--- config.mk ---
export PLATFORM = sky130hd
export DESIGN_NAME = mmio_spart
export DESIGN_NICKNAME = d
export VERILOG_FILES = /design/src/rtl/mmio_pkg.sv /design/src/rtl/mmio_fifo.sv /design/src/rtl/mmio_spart.sv
export SDC_FILE = /design/constraint.sdc
export NUM_CORES = 1
export LEC_CHECK = 0
export CORE_MARGIN = 3
export CORE_UTILIZATION = 55
export CTS_BUF_LIST = sky130_fd_sc_hd__clkbuf_4
export DETAILED_ROUTE_END_ITERATION = 8
export PLACE_DENSITY = 0.74
export SLEW_MARGIN = 20
export SYNTH_ARGS = -nofsm -noshare
export SYNTH_HDL_FRONTEND = slang
export SYNTH_SLANG_ARGS = --single-unit
--- constraint.sdc ---
create_clock -name clk -period 8.2 [get_ports clk]
set_input_delay 1.64 -clock clk [delete_from_list [all_inputs] [get_ports clk]]
set_output_delay 1.64 -clock clk [all_outputs]
set_load 0.02 [all_outputs]
--- src/rtl/mmio_pkg.sv ---
`timescale 1ns/1ps
`default_nettype none
// ---------------------------------------------------------------------------
// mmio_pkg : address map and shared types for the mmio_spart peripheral
// Rev 1.0
// ---------------------------------------------------------------------------
package mmio_pkg;

  localparam logic [15:0] ADDR_SW   = 16'hC001;
  localparam logic [15:0] ADDR_DATA = 16'hC004;
  localparam logic [15:0] ADDR_STAT = 16'hC005;
  localparam logic [15:0] ADDR_DIV  = 16'hC006;
  localparam logic [15:0] DEAD_DATA = 16'hDEAD;
  localparam logic [15:0] MIN_DIV   = 16'd4;

  typedef enum logic [1:0] {
    ST_IDLE  = 2'd0,
    ST_START = 2'd1,
    ST_DATA  = 2'd2,
    ST_STOP  = 2'd3
  } uart_state_e;

  // Below 4 clocks per bit the half-bit start check collapses.
  function automatic logic [15:0] clamp_div(input logic [15:0] d);
    return (d < MIN_DIV) ? MIN_DIV : d;
  endfunction

endpackage
`default_nettype wire

--- src/rtl/mmio_fifo.sv ---
`timescale 1ns/1ps
`default_nettype none
// ---------------------------------------------------------------------------
// mmio_fifo : synchronous FIFO with combinational head (no read latency)
// Rev 1.0
// ---------------------------------------------------------------------------
module mmio_fifo #(
  parameter int DEPTH = 8,
  parameter int WIDTH = 8
) (
  input  logic                     clk,
  input  logic                     rst_n,
  input  logic                     push_i,
  input  logic                     pop_i,
  input  logic [WIDTH-1:0]         data_i,
  output logic [WIDTH-1:0]         data_o,
  output logic [$clog2(DEPTH):0]   count_o,
  output logic                     full_o,
  output logic                     empty_o
);
  localparam int AW = $clog2(DEPTH);
  localparam int CW = AW + 1;

  logic [WIDTH-1:0] mem_q [DEPTH];
  logic [AW-1:0]    wr_ptr_q, rd_ptr_q;
  logic [CW-1:0]    count_q;
  logic             do_push, do_pop;

  assign empty_o = (count_q == '0);
  assign full_o  = (count_q == CW'(DEPTH));
  assign count_o = count_q;
  assign data_o  = mem_q[rd_ptr_q];

  // When full, a simultaneous pop frees the slot the push lands in.
  assign do_pop  = pop_i && !empty_o;
  assign do_push = push_i && (!full_o || do_pop);

  always_ff @(posedge clk) begin
    if (do_push) mem_q[wr_ptr_q] <= data_i;
  end

  always_ff @(posedge clk) begin
    if (!rst_n) begin
      wr_ptr_q <= '0;
      rd_ptr_q <= '0;
      count_q  <= '0;
    end else begin
      if (do_push) wr_ptr_q <= wr_ptr_q + AW'(1);
      if (do_pop)  rd_ptr_q <= rd_ptr_q + AW'(1);
      if (do_push && !do_pop)      count_q <= count_q + CW'(1);
      else if (do_pop && !do_push) count_q <= count_q - CW'(1);
    end
  end

endmodule
`default_nettype wire

--- src/rtl/mmio_spart.sv ---
`timescale 1ns/1ps
`default_nettype none
// ---------------------------------------------------------------------------
// mmio_spart : memory-mapped 8N1 UART (TX/RX FIFOs) plus switch input port
// Rev 1.0
// ---------------------------------------------------------------------------
module mmio_spart
  import mmio_pkg::*;
#(
  parameter int          FIFO_DEPTH  = 8,
  parameter logic [15:0] DEFAULT_DIV = 16'd434
) (
  input  logic        clk,
  input  logic        rst_n,
  input  logic [15:0] addr,
  input  logic        re,
  input  logic        we,
  input  logic [15:0] wdata,
  output logic [15:0] rdata,
  input  logic [9:0]  sw,
  input  logic        rx,
  output logic        tx
);
  localparam int CW = $clog2(FIFO_DEPTH) + 1;

  logic [15:0] div_q, div_d;
  logic        ovr_q, ovr_d;

  logic          tx_push, tx_pop, tx_full, tx_empty;
  logic [7:0]    tx_head;
  logic [CW-1:0] tx_count, tx_free;
  logic          rx_push, rx_pop, rx_full, rx_empty;
  logic [7:0]    rx_head;
  logic [CW-1:0] rx_count;

  uart_state_e tx_state_q, tx_state_d;
  logic [15:0] tx_cnt_q, tx_cnt_d, tx_div_q, tx_div_d;
  logic [2:0]  tx_bit_q, tx_bit_d;
  logic [7:0]  tx_shift_q, tx_shift_d;
  logic        tx_q, tx_d, tx_load;

  uart_state_e rx_state_q, rx_state_d;
  logic [15:0] rx_cnt_q, rx_cnt_d, rx_div_q, rx_div_d;
  logic [2:0]  rx_bit_q, rx_bit_d;
  logic [7:0]  rx_shift_q, rx_shift_d;
  logic        rx_s1_q, rx_s2_q;

  assign tx      = tx_q;
  assign tx_free = CW'(FIFO_DEPTH) - tx_count;
  assign tx_push = we && (addr == ADDR_DATA) && (!tx_full || tx_pop);
  assign rx_pop  = re && (addr == ADDR_DATA) && !rx_empty;

  mmio_fifo #(.DEPTH(FIFO_DEPTH), .WIDTH(8)) u_tx_fifo (
    .clk(clk), .rst_n(rst_n), .push_i(tx_push), .pop_i(tx_pop), .data_i(wdata[7:0]),
    .data_o(tx_head), .count_o(tx_count), .full_o(tx_full), .empty_o(tx_empty)
  );

  mmio_fifo #(.DEPTH(FIFO_DEPTH), .WIDTH(8)) u_rx_fifo (
    .clk(clk), .rst_n(rst_n), .push_i(rx_push), .pop_i(rx_pop), .data_i(rx_shift_q),
    .data_o(rx_head), .count_o(rx_count), .full_o(rx_full), .empty_o(rx_empty)
  );

  always_comb begin
    case (addr)
      ADDR_SW:   rdata = {6'b0, sw};
      ADDR_DATA: rdata = rx_empty ? 16'h0000 : {8'h00, rx_head};
      ADDR_STAT: rdata = {7'b0, ovr_q, 4'(rx_count), 4'(tx_free)};
      ADDR_DIV:  rdata = div_q;
      default:   rdata = DEAD_DATA;
    endcase
  end

  always_comb begin
    div_d = div_q;
    if (we && (addr == ADDR_DIV)) div_d = clamp_div(wdata);
    ovr_d = ovr_q;
    if (we && (addr == ADDR_STAT)) ovr_d = 1'b0;
    if (rx_push && rx_full && !rx_pop) ovr_d = 1'b1;
  end

  always_comb begin
    tx_state_d = tx_state_q;
    tx_cnt_d   = tx_cnt_q + 16'd1;
    tx_div_d   = tx_div_q;
    tx_bit_d   = tx_bit_q;
    tx_shift_d = tx_shift_q;
    tx_d       = tx_q;
    tx_load    = 1'b0;
    case (tx_state_q)
      ST_IDLE: begin
        tx_cnt_d = '0;
        tx_load  = !tx_empty;
      end
      ST_START: if (tx_cnt_q == tx_div_q - 16'd1) begin
        tx_cnt_d   = '0;
        tx_bit_d   = '0;
        tx_d       = tx_shift_q[0];
        tx_shift_d = tx_shift_q >> 1;
        tx_state_d = ST_DATA;
      end
      ST_DATA: if (tx_cnt_q == tx_div_q - 16'd1) begin
        tx_cnt_d = '0;
        if (tx_bit_q == 3'd7) begin
          tx_d       = 1'b1;
          tx_state_d = ST_STOP;
        end else begin
          tx_d       = tx_shift_q[0];
          tx_shift_d = tx_shift_q >> 1;
          tx_bit_d   = tx_bit_q + 3'd1;
        end
      end
      ST_STOP: if (tx_cnt_q == tx_div_q - 16'd1) begin
        tx_state_d = ST_IDLE;
        tx_load    = !tx_empty;
      end
      default: tx_state_d = ST_IDLE;
    endcase
    // Loading from STOP chains frames with no idle gap.
    if (tx_load) begin
      tx_shift_d = tx_head;
      tx_div_d   = div_q;
      tx_cnt_d   = '0;
      tx_d       = 1'b0;
      tx_state_d = ST_START;
    end
  end
  assign tx_pop = tx_load;

  always_comb begin
    rx_state_d = rx_state_q;
    rx_cnt_d   = rx_cnt_q + 16'd1;
    rx_div_d   = rx_div_q;
    rx_bit_d   = rx_bit_q;
    rx_shift_d = rx_shift_q;
    rx_push    = 1'b0;
    case (rx_state_q)
      ST_IDLE: begin
        rx_cnt_d = '0;
        if (!rx_s2_q) begin
          rx_div_d   = div_q;
          rx_state_d = ST_START;
        end
      end
      ST_START: if (rx_cnt_q == (rx_div_q >> 1) - 16'd1) begin
        rx_cnt_d   = '0;
        rx_bit_d   = '0;
        rx_state_d = rx_s2_q ? ST_IDLE : ST_DATA;
      end
      ST_DATA: if (rx_cnt_q == rx_div_q - 16'd1) begin
        rx_cnt_d   = '0;
        rx_shift_d = {rx_s2_q, rx_shift_q[7:1]};
        rx_bit_d   = rx_bit_q + 3'd1;
        if (rx_bit_q == 3'd7) rx_state_d = ST_STOP;
      end
      ST_STOP: if (rx_cnt_q == rx_div_q - 16'd1) begin
        rx_push    = rx_s2_q;
        rx_state_d = ST_IDLE;
      end
      default: rx_state_d = ST_IDLE;
    endcase
  end

  always_ff @(posedge clk) begin
    if (!rst_n) begin
      div_q      <= DEFAULT_DIV;
      ovr_q      <= 1'b0;
      tx_state_q <= ST_IDLE;
      tx_cnt_q   <= '0;
      tx_div_q   <= DEFAULT_DIV;
      tx_bit_q   <= '0;
      tx_shift_q <= '0;
      tx_q       <= 1'b1;
      rx_state_q <= ST_IDLE;
      rx_cnt_q   <= '0;
      rx_div_q   <= DEFAULT_DIV;
      rx_bit_q   <= '0;
      rx_shift_q <= '0;
      rx_s1_q    <= 1'b1;
      rx_s2_q    <= 1'b1;
    end else begin
      div_q      <= div_d;
      ovr_q      <= ovr_d;
      tx_state_q <= tx_state_d;
      tx_cnt_q   <= tx_cnt_d;
      tx_div_q   <= tx_div_d;
      tx_bit_q   <= tx_bit_d;
      tx_shift_q <= tx_shift_d;
      tx_q       <= tx_d;
      rx_state_q <= rx_state_d;
      rx_cnt_q   <= rx_cnt_d;
      rx_div_q   <= rx_div_d;
      rx_bit_q   <= rx_bit_d;
      rx_shift_q <= rx_shift_d;
      rx_s1_q    <= rx;
      rx_s2_q    <= rx_s1_q;
    end
  end

endmodule
`default_nettype wire

==> impl_summary.txt, run 1 <==
----------------------------------------------------
[Logic synthesis]
  Most area-consuming cells after synthesis ... edfxtp_1 30%, dfxtp_1 22%, mux4_2 5.7%
  Count of flip-flops with a built-in enable after synthesis ... 128
  Combinational family with the most area after synthesis ... simple AND/OR/NAND/NOR gates
  Post-Synthesis Cell Area ... 0.01261 mm^2
  Total of flip-flops plus latches after synthesis ... 264
  Net Count, Synth ... 1,224
  Share of synthesized area occupied by flip-flops and latches ... 52.05%
  Fraction of synthesized cell area taken by the top area cell type ... 30.47%
  Post-synth top area cell ... edfxtp_1
  Netlist cell types ... 73
  Most common flop cell mapped by yosys ... dfxtp_1
  Portion of netlist area occupied by mux cells ... 10.24%
  Post-synthesis xor/xnor area fraction ... 6.388%
  Compound-cell area share of the yosys netlist ... 9.274%
  FFs w/ async S/R, synth ... 0%
  Adder and majority cell fraction of the synthesized area ... 2.995%
  Total number of yosys warnings ... 0
  Synth Instances ... 1,148
  Average size of a mapped cell ... 10.99 um^2
  Post-synthesis share of cell area spent on and, or, nand and nor gates ... 16.08%

[Route]
  Highest routed layer ... met4
  Via count ... 9,162
  Violation count after the first detailed-routing iteration ... 878
  Detailed-route wire length on metal 1 ... 12,610 um
  DR WL met2 ... 13,700 um
  DRC ... 0
  Detailed-route wire length per cell ... 18.38 um
  Routed wire length on met3 ... 1534 um
  Routed Antenna Nets ... 0
  Post-detailed-route via-to-cell ratio ... 5.839
  Post-Route WL ... 28,830 um
  DRT Pass-1 Iters ... 5

[Clock network]
  Number of sinks handled by clock tree synthesis ... 264
  H-Tree Depth ... 3
  Resized cells post-CTS ... 0
  Clock transition time at the flip-flop clock pins of the worst setup and hold paths ... 0.07 ns
  Number of clock buffers inserted by TritonCTS ... 69
  CTS Buffer Depth ... 3
  Clock tree from TritonCTS ... built
  Root buffer cell ... clkbuf_4
  Hold Buf Count CTS ... 0
  Post-CTS Setup Repair Bufs ... 0
  Clock latency on the worst-skew pair ... 0.67 ns

[Placed design]
  Total placed cells including tap cells ... 1,445
  Final RePlAce weighted congestion ... 0.8912
  Pre-CTS worst setup slack ... 1.549 ns
  Detailed-placement wirelength estimate ... 19,770 um
  Cell Area, Placed ... 0.01346 mm^2
  IO Port Bufs ... 63

[Floorplan]
  Die span in y ... 157.4 um
  Area of the core ... 0.02216 mm^2
  IO Count ... 64
  Die Width ... 157.4 um
  Die Footprint ... 0.02479 mm^2
  Initial Util ... 56.92%
  Row cnt ... 54

[Critical path]
  Launching element of the worst setup path ... addr[10]
  Endpoint kind of the worst setup timing path ... output port
  Crit path arrival time ... 5.10 ns
  Critical path start-end classification ... input pin to output port
  Startpoint type of the worst setup path ... input pin
  Startpoint of the most critical register-to-register path ... rx_div_q[3]$_SDFFE_PN0P_
  CP required ... 6.56 ns
  Crit Path Max Fanout ... 9

[Cells and area]
  Finished layout cell area ... 0.01439 mm^2
  Growth of design area from synthesis to finish ... 14.03%
  Commonest non-fill, non-tap cell in the layout ... dfxtp_1
  Number of non-filler instances in the completed layout ... 1,569
  Commonest cells after routing, fill and taps aside ... 134 x dfxtp_1, 128 x edfxtp_1, 110 x nand2_1, 102 x nor2_1, 102 x clkbuf_4
  Fraction of layout instances using a drive strength above 1 ... 14.53%
  Post-layout net count ... 1,312
  # fillers ... 1,772

[STA]
  RSZ-0062 raised after global routing ... false
  Tcrit/Tclk final ... 82.15%
  Maximum clock skew at final layout ... 0.02277 ns
  Total negative slack for setup checks ... 0 ns
  Setup violation total in the final timing report ... 0
  Fmax achieved ... 148.5 MHz
  Transition time at the pin with the least slew margin ... 0.9803 ns
  Setup slack after layout ... 1.464 ns
  Number of pins exceeding their max-slew limit in the final report ... 0
  Min Tclk post-route ... 6.736 ns
  Relative slew margins ... 34.29%
  Final hold violation count ... 0

[Run]
  Max-Cap Viols ... 0

[Hold path]
  Start point of the worst min-delay path ... rx_s1_q$_SDFF_PN1_
  Min-delay worst type ... flop to flop

[GRT]
  Number of antenna violations at the first check in global routing ... 2
  GR Overflow Total ... 0
  Wire length of the first global-routing pass ... 46,230 um
  Pin count of the biggest net entering global routing ... 73
  Via count of the first global-routing pass ... 8,908
  GRT Total Usage ... 23.82%

[Power]
  Reported leakage power ... 5.035 nW
  Worst ir drop on vdd ... 0.1312 mV
  Power per cell area ... 207.2 mW/mm^2

[Run status]
  Result of the run ... finished, final reports clean

----------------------------------------------------
-- layer usage --
layer  GRT usage, %  vias up
met5              0        -
met4          10.21        0
met3          4.454       67
met2          38.04      288
met1          32.12     4395
li1               -     4412
-- cell usage after synthesis (6+ instances only) --
master    instances
o21ai_0          34
o211ai_1          7
and2_1           10
edfxtp_1        128
mux4_2           32
nor3b_1           6
xor2_1           45
clkbuf_1         47
nand3_1          51
o21a_1            6
or3_1             6
buf_1             6
a31oi_1           8
nor3_1           24
a21o_1           12
a211oi_1          8
nand2_1         110
a21oi_1          60
and3_1           16
and4_1            7
mux2i_1          48
nor2_1          102
xnor2_1          47
ha_1             27
dfxtp_1         136
mux2_2            8
inv_1            35
nor2b_1           7
nor4_1           18
nand4_1           9
-- through the flow --
stage	hold slack, ns	power (W)	util [%]
2_1_floorplan	0.3863	0.001743	-
3_3_place_gp	0.4000	0.001836	60.76
3_5_place_dp	0.3971	0.001845	60.76
4_1_cts	0.4111	0.003011	64.84
5_1_grt	0.4334	0.003131	64.91
6_report	0.4147	0.002981	64.91
-- where the power goes --
part | internal (W) | leakage [nW] | switching [W]
clock | 0.000636 | 0.537 | 0.000529
combinational | 0.000175 | 2.23 | 0.000178
sequential | 0.00141 | 2.27 | 0.0000534
-- layout make-up --
class	instances	area, um^2	area share (%)
multi-input combinational	789	5692	39.57
timing repair buffer	76	728.2	5.062
clock inverter	20	140.1	0.9742
inverter	36	135.1	0.9394
tap	280	350.3	2.435
antenna	2	5.005	0.03479
clock buffer	102	765.7	5.323
sequential	264	6569	45.66
-- flip-flops by register name (all words and copies together), names as in the netlist, 2 cells and up, named ones only --
| register | flops |
|---|---|
| u_rx_fifo.count_o | 4 |
| tx_shift_q | 8 |
| u_tx_fifo.count_o | 4 |
| tx_bit_q | 3 |
| u_tx_fifo.wr_ptr_q | 3 |
| tx_cnt_q | 16 |
| rx_bit_q | 3 |
| u_tx_fifo.rd_ptr_q | 3 |
| rx_shift_q | 8 |
| tx_state_q | 2 |
| tx_div_q | 16 |
| u_rx_fifo.wr_ptr_q | 3 |
| div_q | 16 |
| u_rx_fifo.mem_q | 64 |
| rx_div_q | 16 |
| u_tx_fifo.mem_q | 64 |
| rx_cnt_q | 16 |
| u_rx_fifo.rd_ptr_q | 3 |
-- worst paths after layout --
check	cells past startpoint	to	slack [ns]
setup reg to reg	15	u_rx_fifo.count_o[3]$_SDFFE_PN0P_	3.25
hold reg to reg	1	rx_s2_q$_SDFF_PN1_	0.41
hold / removal	1	rx_s2_q$_SDFF_PN1_	0.41
setup / recovery	8	rdata[1]	1.46
-- logic make-up after synthesis --
kind of cell | after synthesis
simple gates | 401
flops | 264
compound gates | 179
buf+inv | 95
xor+xnor | 92
mux | 88
fa+ha+maj | 29
-- critical path, cell delays in order --
cell and delay [ns]:
clkdlybuf4s50_1 0.42, nor4b_1 0.44, nand3_1 0.30, nor4_1 0.65, o41ai_2 0.34, o21ai_0 0.52, a221o_1 0.18, clkdlybuf4s50_1 0.60
No activity file was read; power rests on OpenSTA's default activity.
==> inputs of run 2 (changes only) <==
--- a/config.mk
+++ b/config.mk
@@ -9,7 +9,7 @@
 export CORE_UTILIZATION = 55
 export CTS_BUF_LIST = sky130_fd_sc_hd__clkbuf_4
 export DETAILED_ROUTE_END_ITERATION = 8
-export PLACE_DENSITY = 0.74
+export PLACE_DENSITY = 0.77
 export SLEW_MARGIN = 20
 export SYNTH_ARGS = -nofsm -noshare
 export SYNTH_HDL_FRONTEND = slang
==> constraint.sdc (replaced) <==
create_clock -name clk -period 5.96 [get_ports clk]
set_input_delay 1.192 -clock clk [delete_from_list [all_inputs] [get_ports clk]]
set_output_delay 1.192 -clock clk [all_outputs]
set_load 0.02 [all_outputs]
==> impl_summary.txt, run 2 (synthesis results as in run 1) <==
----------------------------------------------------
[Critical path]
  Peak per-stage delay on the critical path ... 0.68 ns (+0.03 ns)
  Endpoint kind of the worst setup timing path ... output port
  Startpoint type of the worst setup path ... input pin
  Most used cell, CP ... clkdlybuf4s50_1
  Worst reg2reg path depth ... 17 (+2)
  Crit path arrival time ... 4.48 ns (-0.62 ns)
  Worst-path cell with the longest stage delay ... nor4_1
  Crit Path Max Fanout ... 5 (-4)
  Worst setup path endpoint ... rdata[4]
  Launching element of the worst setup path ... addr[6]
  Reg2reg end ... u_rx_fifo.count_o[3]$_SDFFE_PN0P_
  Reg2reg setup slack ... 1.02 ns (-2.23 ns)
  Critical path start-end classification ... input pin to output port
  Cells traversed along the worst timing path ... clkdlybuf4s50_1 > nor4b_1 > nand3_1 > nor4_1 > o41ai_1 > buf_4 > o21ai_0 > a221o_1 > clkdlybuf4s50_1
  Startpoint of the most critical register-to-register path ... rx_div_q[1]$_SDFFE_PN1P_
  CP required ... 4.77 ns (-1.79 ns)

[Clock network]
  Post-CTS Setup Repair Bufs ... 0 (unchanged)
  Clock transition time at the flip-flop clock pins of the worst setup and hold paths ... 0.07 ns (about the same)
  Hold Buf Count CTS ... 0 (unchanged)
  Resized cells post-CTS ... 0 (unchanged)
  Number of clock buffers inserted by TritonCTS ... 68 (-1.4%)
  Clock tree from TritonCTS ... built
  Number of sinks handled by clock tree synthesis ... 264 (unchanged)
  Root buffer cell ... clkbuf_4
  H-Tree Depth ... 3 (unchanged)
  Clock latency on the worst-skew pair ... 0.67 ns (about the same)
  CTS Buffer Depth ... 3 (unchanged)

[Floorplan]
  Die Width ... 157.4 um (unchanged)
  Die span in y ... 157.4 um (unchanged)
  Initial Util ... 56.92% (unchanged)
  IO Count ... 64 (unchanged)
  Row cnt ... 54 (unchanged)
  Die Footprint ... 0.02479 mm^2 (unchanged)
  Area of the core ... 0.02216 mm^2 (unchanged)

[Cells and area]
  Commonest non-fill, non-tap cell in the layout ... dfxtp_1
  Fraction of layout instances using a drive strength above 1 ... 14.15% (-0.38 points)
  Sequential cell area ... 0.006569 mm^2 (unchanged)
  Largest registers ... u_rx_fifo.mem_q x64, u_tx_fifo.mem_q x64
  # fillers ... 1,755 (-0.96%)
  Post-layout net count ... 1,313 (+0.076%)
  Commonest cells after routing, fill and taps aside ... 134 x dfxtp_1, 128 x edfxtp_1, 110 x nand2_1, 102 x nor2_1, 93 x clkbuf_4
  Utilization of the core after routing ... 64.71% (-0.20 points)
  Growth of design area from synthesis to finish ... 13.69%
  Area occupied by multi-input gates ... 0.005689 mm^2 (about the same)

[Route]
  Post-detailed-route via-to-cell ratio ... 5.871 (+0.53%)
  Via count ... 9,205 (+0.47%)
  Post-Route WL ... 28,930 um (+0.33%)
  Routed Antenna Nets ... 0 (unchanged)
  Violation count after the first detailed-routing iteration ... 775 (-12%)
  Detailed-route wire length per cell ... 18.45 um (+0.40%)
  DRT Pass-1 Iters ... 5 (unchanged)
  DRC ... 0 (unchanged)

[STA]
  Total negative slack for setup checks ... 0 ns (unchanged)
  Min Tclk post-route ... 5.675 ns
  Maximum clock skew at final layout ... 0.04280 ns (+0.02004 ns)
  Transition time at the pin with the least slew margin ... 1.048 ns (+0.06779 ns)
  Setup violation total in the final timing report ... 0 (unchanged)
  RSZ-0062 raised after global routing ... false
  Fmax achieved ... 176.2 MHz
  Tcrit/Tclk final ... 95.21%
  Relative slew margins ... 29.48% (-4.8 points)
  Number of pins exceeding their max-slew limit in the final report ... 0 (unchanged)
  Final hold violation count ... 0 (unchanged)
  Worst hold-check slack ... 0.4061 ns (-0.008640 ns)

[Placed design]
  Detailed-placement wirelength estimate ... 19,660 um (-0.53%)
  Final RePlAce weighted congestion ... 0.9429 (+5.8%)
  IO Port Bufs ... 63 (unchanged)

[GRT]
  Via count of the first global-routing pass ... 8,795 (-1.3%)
  GR Overflow Total ... 0 (unchanged)
  Wire length of the first global-routing pass ... 46,040 um (-0.40%)
  Pin count of the biggest net entering global routing ... 72 (-1.4%)
  GRT Total Usage ... 23.74% (-0.084 points)
  Number of antenna violations at the first check in global routing ... 2 (unchanged)

[Hold path]
  Start point of the worst min-delay path ... rx_s1_q$_SDFF_PN1_
  Min-delay worst type ... flop to flop

[Run status]
  Result of the run ... finished, final reports clean

[Power]
  Worst ir drop on vdd ... 0.2048 mV (+56%)
  Power per cell area ... 279.9 mW/mm^2 (+35%)
  Reported leakage power ... 4.995 nW (-0.79%)

[Run]
  Max-Cap Viols ... 0 (unchanged)

----------------------------------------------------
==> run 2: stage by stage <==
| step | cells | total power (W) | instance area, um^2 | setup WS (ns) |
|---|---|---|---|---|
| 2_1_floorplan | 1148 | 0.002398 | 12610 | 1.777 |
| 3_3_place_gp | 1447 | 0.002528 | 13480 | 0.4854 |
| 3_5_place_dp | 1447 | 0.002537 | 13480 | 0.3762 |
| 4_1_cts | 1566 | 0.004064 | 14330 | 0.3284 |
| 5_1_grt | 1568 | 0.004211 | 14340 | 0.05637 |
| 6_report | 1568 | 0.004015 | 14340 | 0.2853 |
==> run 2: area by class of cell <==
cell class / instances / share of cell area, %
flip-flops and latches: 264 / 45.80
multi-input cells: 789 / 39.67
repair buffers: 78 / 5.182
clock buffers: 93 / 4.868
well taps: 280 / 2.443
clock inverters: 26 / 1.056
inverters: 36 / 0.9422
diodes: 2 / 0.03490
==> run 2: routing by layer <==
layer  GRT usage, %  vias up  routed length, um  share of wire, %
met4          8.512        2                806               2.8
met1          32.08     4412              12470                43
li1               -     4420                  -                 -
met3          5.582       69               1880               6.5
met2          37.80      302              13760                48
met5              0        -                  8             0.028
==> run 2: power breakdown <==
group / total, W / switching [W] / internal [W]
clock network: 0.00152 / 0.000740 / 0.000778
registers: 0.00201 / 0.0000726 / 0.00194
logic: 0.000485 / 0.000244 / 0.000241
==> run 2: how the worst min path moves through the flow <==
stage / end / cells after the start / slack [ns]
after CTS: rx_s2_q$_SDFF_PN1_ / 1 / 0.41
after floorplan: rx_s2_q$_SDFF_PN1_ / 1 / 0.39
after detailed placement: rx_s2_q$_SDFF_PN1_ / 1 / 0.40
after global routing: rx_s2_q$_SDFF_PN1_ / 1 / 0.41
after global placement: rx_s2_q$_SDFF_PN1_ / 1 / 0.40
final: rx_s2_q$_SDFF_PN1_ / 1 / 0.41
==> run 2: critical path: cells and delay by family <==
kind,cells,cell delay (ns)
AO/OA/AOI/OAI,3,0.67
buffers and inverters,3,1.27
AND/OR/NAND/NOR,3,1.35
